==> src/rtl/prog_loader.sv <==
// prog_loader
// Burst sequencer in front of prog_mux. A command names a target core, a
// first program address and a word count. The loader then streams
// instruction words into that core's program memory. Each accepted data
// word produces one registered write beat (we, sel, waddr, wdata).
//
// Ports
//   clk, rst_n         clock (rising edge), asynchronous active-low reset
//   cmd_valid/ready    command handshake; cmd_core, cmd_addr, cmd_len payload
//                      (cmd_len counts words, 0..2**PC_WIDTH)
//   data_valid/ready   instruction word handshake; data payload
//   abort              synchronous cancel of the load in progress
//   we, sel, waddr,    registered write beat driven into prog_mux
//   wdata
//   busy               high while a load is in progress
//   done               one-cycle pulse when a load completes normally
//   csum               running XOR of the words written by the current load
//
// Configuration
//   PROG_LOADER_CSUM_EN  when defined, csum is a register. It is cleared on
//                        each command handshake and XORed with every accepted
//                        word. When undefined, csum is tied to zero.
module prog_loader #(
    parameter int CORES       = 4,
    parameter int LOG_CORES   = 2,
    parameter int PC_WIDTH    = 4,
    parameter int INSTR_WIDTH = 8
) (
    input  logic                   clk,
    input  logic                   rst_n,
    input  logic                   cmd_valid,
    output logic                   cmd_ready,
    input  logic [LOG_CORES-1:0]   cmd_core,
    input  logic [PC_WIDTH-1:0]    cmd_addr,
    input  logic [PC_WIDTH:0]      cmd_len,
    input  logic                   data_valid,
    output logic                   data_ready,
    input  logic [INSTR_WIDTH-1:0] data,
    input  logic                   abort,
    output logic                   we,
    output logic [LOG_CORES-1:0]   sel,
    output logic [PC_WIDTH-1:0]    waddr,
    output logic [INSTR_WIDTH-1:0] wdata,
    output logic                   busy,
    output logic                   done,
    output logic [INSTR_WIDTH-1:0] csum
);

    typedef enum logic {
        IDLE = 1'b0,
        LOAD = 1'b1
    } state_t;

    // The core select must be wide enough to address every core.
    if ((64'd1 << LOG_CORES) < 64'(CORES)) begin : g_bad_log_cores
        $error("prog_loader: LOG_CORES too narrow for CORES");
    end

    state_t                 state_q, state_d;
    logic [LOG_CORES-1:0]   core_q, core_d;
    logic [PC_WIDTH-1:0]    addr_q, addr_d;
    logic [PC_WIDTH:0]      remaining_q, remaining_d;
    logic                   we_q, we_d;
    logic [LOG_CORES-1:0]   sel_q, sel_d;
    logic [PC_WIDTH-1:0]    waddr_q, waddr_d;
    logic [INSTR_WIDTH-1:0] wdata_q, wdata_d;
    logic                   done_q, done_d;
`ifdef PROG_LOADER_CSUM_EN
    logic [INSTR_WIDTH-1:0] csum_q, csum_d;
`endif

    logic cmd_hs;
    logic data_hs;

    // When abort is high it blocks the data handshake, so a coincident beat is never written.
    assign cmd_ready  = (state_q == IDLE);
    assign data_ready = (state_q == LOAD) & ~abort;
    assign busy       = (state_q == LOAD);
    assign cmd_hs     = cmd_valid & cmd_ready;
    assign data_hs    = data_valid & data_ready;

    always_comb begin
        state_d     = state_q;
        core_d      = core_q;
        addr_d      = addr_q;
        remaining_d = remaining_q;
        we_d        = 1'b0;
        sel_d       = sel_q;
        waddr_d     = waddr_q;
        wdata_d     = wdata_q;
        done_d      = 1'b0;
`ifdef PROG_LOADER_CSUM_EN
        csum_d      = csum_q;
`endif
        case (state_q)
            IDLE: begin
                if (cmd_hs) begin
                    core_d      = cmd_core;
                    addr_d      = cmd_addr;
                    remaining_d = cmd_len;
`ifdef PROG_LOADER_CSUM_EN
                    csum_d      = '0;
`endif
                    // A zero-length load completes at once, and no write is issued.
                    if (cmd_len == '0) begin
                        done_d = 1'b1;
                    end else begin
                        state_d = LOAD;
                    end
                end
            end
            LOAD: begin
                if (abort) begin
                    state_d = IDLE;
                end else if (data_hs) begin
                    we_d        = 1'b1;
                    sel_d       = core_q;
                    waddr_d     = addr_q;
                    wdata_d     = data;
                    addr_d      = addr_q + PC_WIDTH'(1);
                    remaining_d = remaining_q - (PC_WIDTH+1)'(1);
`ifdef PROG_LOADER_CSUM_EN
                    csum_d      = csum_q ^ data;
`endif
                    if (remaining_q == (PC_WIDTH+1)'(1)) begin
                        done_d  = 1'b1;
                        state_d = IDLE;
                    end
                end
            end
            default: state_d = IDLE;
        endcase
    end

    always_ff @(posedge clk or negedge rst_n) begin
        if (!rst_n) begin
            state_q     <= IDLE;
            core_q      <= '0;
            addr_q      <= '0;
            remaining_q <= '0;
            we_q        <= 1'b0;
            sel_q       <= '0;
            waddr_q     <= '0;
            wdata_q     <= '0;
            done_q      <= 1'b0;
        end else begin
            state_q     <= state_d;
            core_q      <= core_d;
            addr_q      <= addr_d;
            remaining_q <= remaining_d;
            we_q        <= we_d;
            sel_q       <= sel_d;
            waddr_q     <= waddr_d;
            wdata_q     <= wdata_d;
            done_q      <= done_d;
        end
    end

`ifdef PROG_LOADER_CSUM_EN
    always_ff @(posedge clk or negedge rst_n) begin
        if (!rst_n) begin
            csum_q <= '0;
        end else begin
            csum_q <= csum_d;
        end
    end
    assign csum = csum_q;
`else
    assign csum = '0;
`endif

    assign we    = we_q;
    assign sel   = sel_q;
    assign waddr = waddr_q;
    assign wdata = wdata_q;
    assign done  = done_q;

endmodule

==> config.mk <==
export PLATFORM = sky130hd
export DESIGN_NAME = prog_loader
export DESIGN_NICKNAME = d
export VERILOG_FILES = /design/src/rtl/prog_loader.sv
export SDC_FILE = /design/constraint.sdc
export NUM_CORES = 1
export LEC_CHECK = 0
export CAP_MARGIN = 20
export CORE_UTILIZATION = 47
export CTS_CLUSTER_SIZE = 14
export DETAILED_ROUTE_END_ITERATION = 6
export HOLD_SLACK_MARGIN = 0.03
export PLACE_DENSITY = 0.85
export SYNTH_ARGS = -nofsm -noshare
export SYNTH_HDL_FRONTEND = slang
export SYNTH_SLANG_ARGS = --single-unit
==> constraint.sdc <==
create_clock -name clk -period 4.3 [get_ports clk]
set_clock_uncertainty 0.2 [all_clocks]
set_input_delay 0.645 -clock clk [delete_from_list [all_inputs] [get_ports clk]]
set_output_delay 0.645 -clock clk [all_outputs]
set_load 0.05 [all_outputs]
==> run summary <==
The run gives 49.9% as the sequential fraction of the synthesis area. Setup repair after global routing left no endpoint under its margin. The buffers plus inverters on the worst setup path is 2, and the filler-free cell count of the finished design is 214. For the full die area, the log shows 0.00321 mm^2. The largest driver fanout on the critical path was 13. By startpoint and endpoint, the worst setup path is classified as flop to output port.

Synthesis produced 144 cells. The slowest stage of the critical path belongs to the cell sky130_fd_sc_hd__clkdlybuf4s50_1. The delay of the slowest cell on the worst path works out to 0.82 ns. The number of antenna violations at the first check in global routing was 0; the final count of negative-setup-slack endpoints was 0. The fraction of synthesized cell area taken by the top area cell type came out at 49.9%. The post-route fraction of the period consumed by the critical path was 69.7%; the quantity of hold-fixing buffers added after cts was 0. In the final layout, the multi-input gates occupy 599 um^2.

The startpoint of the most critical hold path is waddr[2]$_DFFE_PN0P_. The tools report the number of hold violations in the final report as 0. The number of buffers inserted during clock tree synthesis was 3.

The flow ran to the end, but the final reports show violations. Traced cell by cell, the critical path runs through inv_2 > nor2_1 > clkdlybuf4s50_1. Number of I/O port buffers: 42. After detailed routing, the total wire length is 2.92 mm. At the end of the flow the core is filled with cells to 65.1%. Across every metal layer, demand over resource in global routing totals 20.6%. The synthesized area per cell is 9.76 um^2, and the aggregate global routing overflow is 0. The final reports fail on design-rule violations.

Entering global routing, the biggest net connects 29 pins. The starting density of the core is 50.1%, and the async set-reset flop share out of synthesis is 100%. Number of detailed-route iterations in the first pass: 6. Across the VDD grid, the largest voltage drop is 0.305 mV. Clock latency on the worst-skew pair, taken at its later pin, is 0.32 ns. Grouping stages by cell kind, the critical path spends the most delay in buffers and inverters.

The synthesized design contains 0 enable-type register cells. Startpoint of the worst setup timing path: busy$_DFF_PN0_. Routability-driven placement finished with a final weighted congestion of 0.757. The longest clock path from root to sink contains 2 buffers. The number of setup buffers added after CTS is 0. After synthesis, the cell types taking the most area are sky130_fd_sc_hd__dfrtp_1 (50%), sky130_fd_sc_hd__nand2_1 (11%), sky130_fd_sc_hd__buf_4 (4.8%).

The tools report the start of the worst register-to-register path as busy$_DFF_PN0_. Measured along the y axis, the die boundary spans 56.7 um. The antenna diode count came out at 0.

Of all cell types, the one taking the most synthesized area is sky130_fd_sc_hd__dfrtp_1. The worst-case headroom to the max-slew limit is 65.6%. For this run, the leading register cell type out of synthesis is sky130_fd_sc_hd__dfrtp_1. The final setup TNS was 0 ns; the transition time at the pin with the least slew margin was 0.515 ns. The first routing iteration left 39 violations. Level count of the clock H-tree: 1. Subtracting the final worst setup slack from the clock period gives 3.00 ns. The tools report the number of global-route vias before repair as 1220.

In this run the worst hold path is classified as flop to flop. The clock-pin slew of the registers on the worst-case setup and hold paths was 0.14 ns. The run gives 210 as the number of placed instances, taps included. Row generation in the floorplan step produced 19 rows. Highest clock rate: 334 MHz. At the placement stage, the worst setup path has a slack of 1.40 ns.

The tools report the detailed-placement wirelength estimate as 2.11 mm. The area added between synthesis and finish came out at 29.9%. Ratio of cells with drive above 1 in the final layout: 6.01%. The detailed-route DRC error count is 6. The data arrival time at the worst-slack endpoint came out at 2.15 ns. The tools report the critical path endpoint category as an output port. The routed wirelength normalized by instance count is 13.6 um, and the area inside the core boundary is 0.00281 mm^2. The wire length of the first global-routing pass was 5.20 mm.

Final net count: 211. The tool flagged a number of max-cap violations equal to 0. Pin placement for this block handled 51 I/O pins.

Power density normalized to cell area: 552 mW/mm^2. Fill cells in the final layout number 253. For the remaining number of nets flagged by the antenna check after routing, the log shows 0. Summing every instance area after synthesis gives 0.00141 mm^2. The tools report the area used by sequential logic in the layout as 701 um^2.

In this run, distinct cell masters in the synthesized netlist total 38. The static power due to leakage is 0.000844 uW. The total clock sinks came out at 28. The die extent in x is 56.7 um, and the data required time of the worst path is 3.45 ns. The routed layout has 1188 vias.

The tools report the final number of max-transition violations as 0. STA classifies the critical path startpoint as a flop. The smallest setup slack after layout is 1.30 ns. In this run, post-CTS repair resized a total of 0 instances. TritonCTS built the clock tree. In this run, synthesis produced a sequential element count of 28.

In the routed layout, each cell is associated on average with a via count of 5.55. The tools report the root cell of the clock tree as sky130_fd_sc_hd__clkbuf_4. Yosys printed 0 warnings.
## cells in the mapped netlist, types with 2 or more instances
cell type and count:
sky130_fd_sc_hd__a211oi_1 2, sky130_fd_sc_hd__a21oi_1 3, sky130_fd_sc_hd__buf_2 3, sky130_fd_sc_hd__buf_4 9
sky130_fd_sc_hd__buf_6 2, sky130_fd_sc_hd__dfrtp_1 28, sky130_fd_sc_hd__ha_1 3, sky130_fd_sc_hd__inv_1 4
sky130_fd_sc_hd__inv_2 2, sky130_fd_sc_hd__mux2_2 2, sky130_fd_sc_hd__mux2i_1 2, sky130_fd_sc_hd__nand2_1 42
sky130_fd_sc_hd__nand2b_1 2, sky130_fd_sc_hd__nand3_1 2, sky130_fd_sc_hd__nor2_1 4, sky130_fd_sc_hd__nor3_1 3
sky130_fd_sc_hd__o21ai_0 2, sky130_fd_sc_hd__o2bb2ai_1 2, sky130_fd_sc_hd__o32ai_1 7, sky130_fd_sc_hd__xnor2_1 2
## layout make-up
class	count	share of cell area, %
multi-input cells	102	32.8
flip-flops and latches	28	38.4
inverters	6	1.23
clock buffers	4	1.99
well taps	31	2.12
repair buffers	43	23.4
## cells by family after synthesis
family,after synthesis,synth area share (%)
buffers and inverters,21,9.35
other,1,0.267
multiplexers,4,3.03
AND/OR/NAND/NOR,64,22.2
flip-flops,28,49.9
AO/OA/AOI/OAI,21,11.4
adder cells (fa/ha/maj),3,2.67
XOR/XNOR,2,1.25
## flip-flops by register name (all words and copies together), names as in the netlist
register     count
remaining_q      5
waddr            4
wdata            8
sel              2
busy             1
done             1
we               1
addr_q           4
core_q           2
## final timing paths
path / end / slack [ns] / cells after the start
setup / recovery: data_ready / 1.30 / 3
hold / removal: waddr[2]$_DFFE_PN0P_ / 0.29 / 2
setup reg to reg: addr_q[2]$_DFFE_PN0P_ / 2.09 / 4
hold reg to reg: waddr[2]$_DFFE_PN0P_ / 0.29 / 2
max in group asynchronous: waddr[3]$_DFFE_PN0P_ / 3.16 / 2
min in group asynchronous: core_q[0]$_DFFE_PN0P_ / 0.48 / 2
## layout by cell type (no fill, tap or decap), drive strengths merged, types with 2 or more instances in the layout
cell and instances:
a211oi 2, a21oi 3, clkbuf 4, clkdlybuf4s50 42, conb 8, dfrtp 28
ha 3, inv 6, mux2 2, mux2i 2, nand2 42, nand2b 2
nand3 2, nand3b 2, nor2 4, nor3 3, nor3b 2, o21ai 2
o2bb2ai 2, o32ai 7, xnor2 2
## per-layer routing
metal	vias to the layer above	global-route usage (%)	share of wire [%]
met3	5	3.69	7.2
met2	46	37.4	49
met4	0	5.71	1.2
met1	574	24.9	42
li1	563	-	-
met5	-	0	0
## stage by stage
step	area, um^2	total power [uW]	hold slack (ns)
after floorplan	1430	732	0.149
after global placement	1790	873	0.258
after detailed placement	1790	889	0.262
after CTS	1830	1020	0.296
after global routing	1830	1070	0.326
final	1830	1010	0.291
## worst min-delay path: stages (launching register included)
cell and delay, ns:
sky130_fd_sc_hd__dfrtp_1 0.37, sky130_fd_sc_hd__nand2_1 0.05, sky130_fd_sc_hd__nand2_1 0.05
## power by group
part	switching [uW]	internal [uW]	total, uW
registers	66.6	341	407
logic	302	173	475
clock network	73.5	51.8	125
total	442	565	1010
Power figures use the tool's default switching activity.
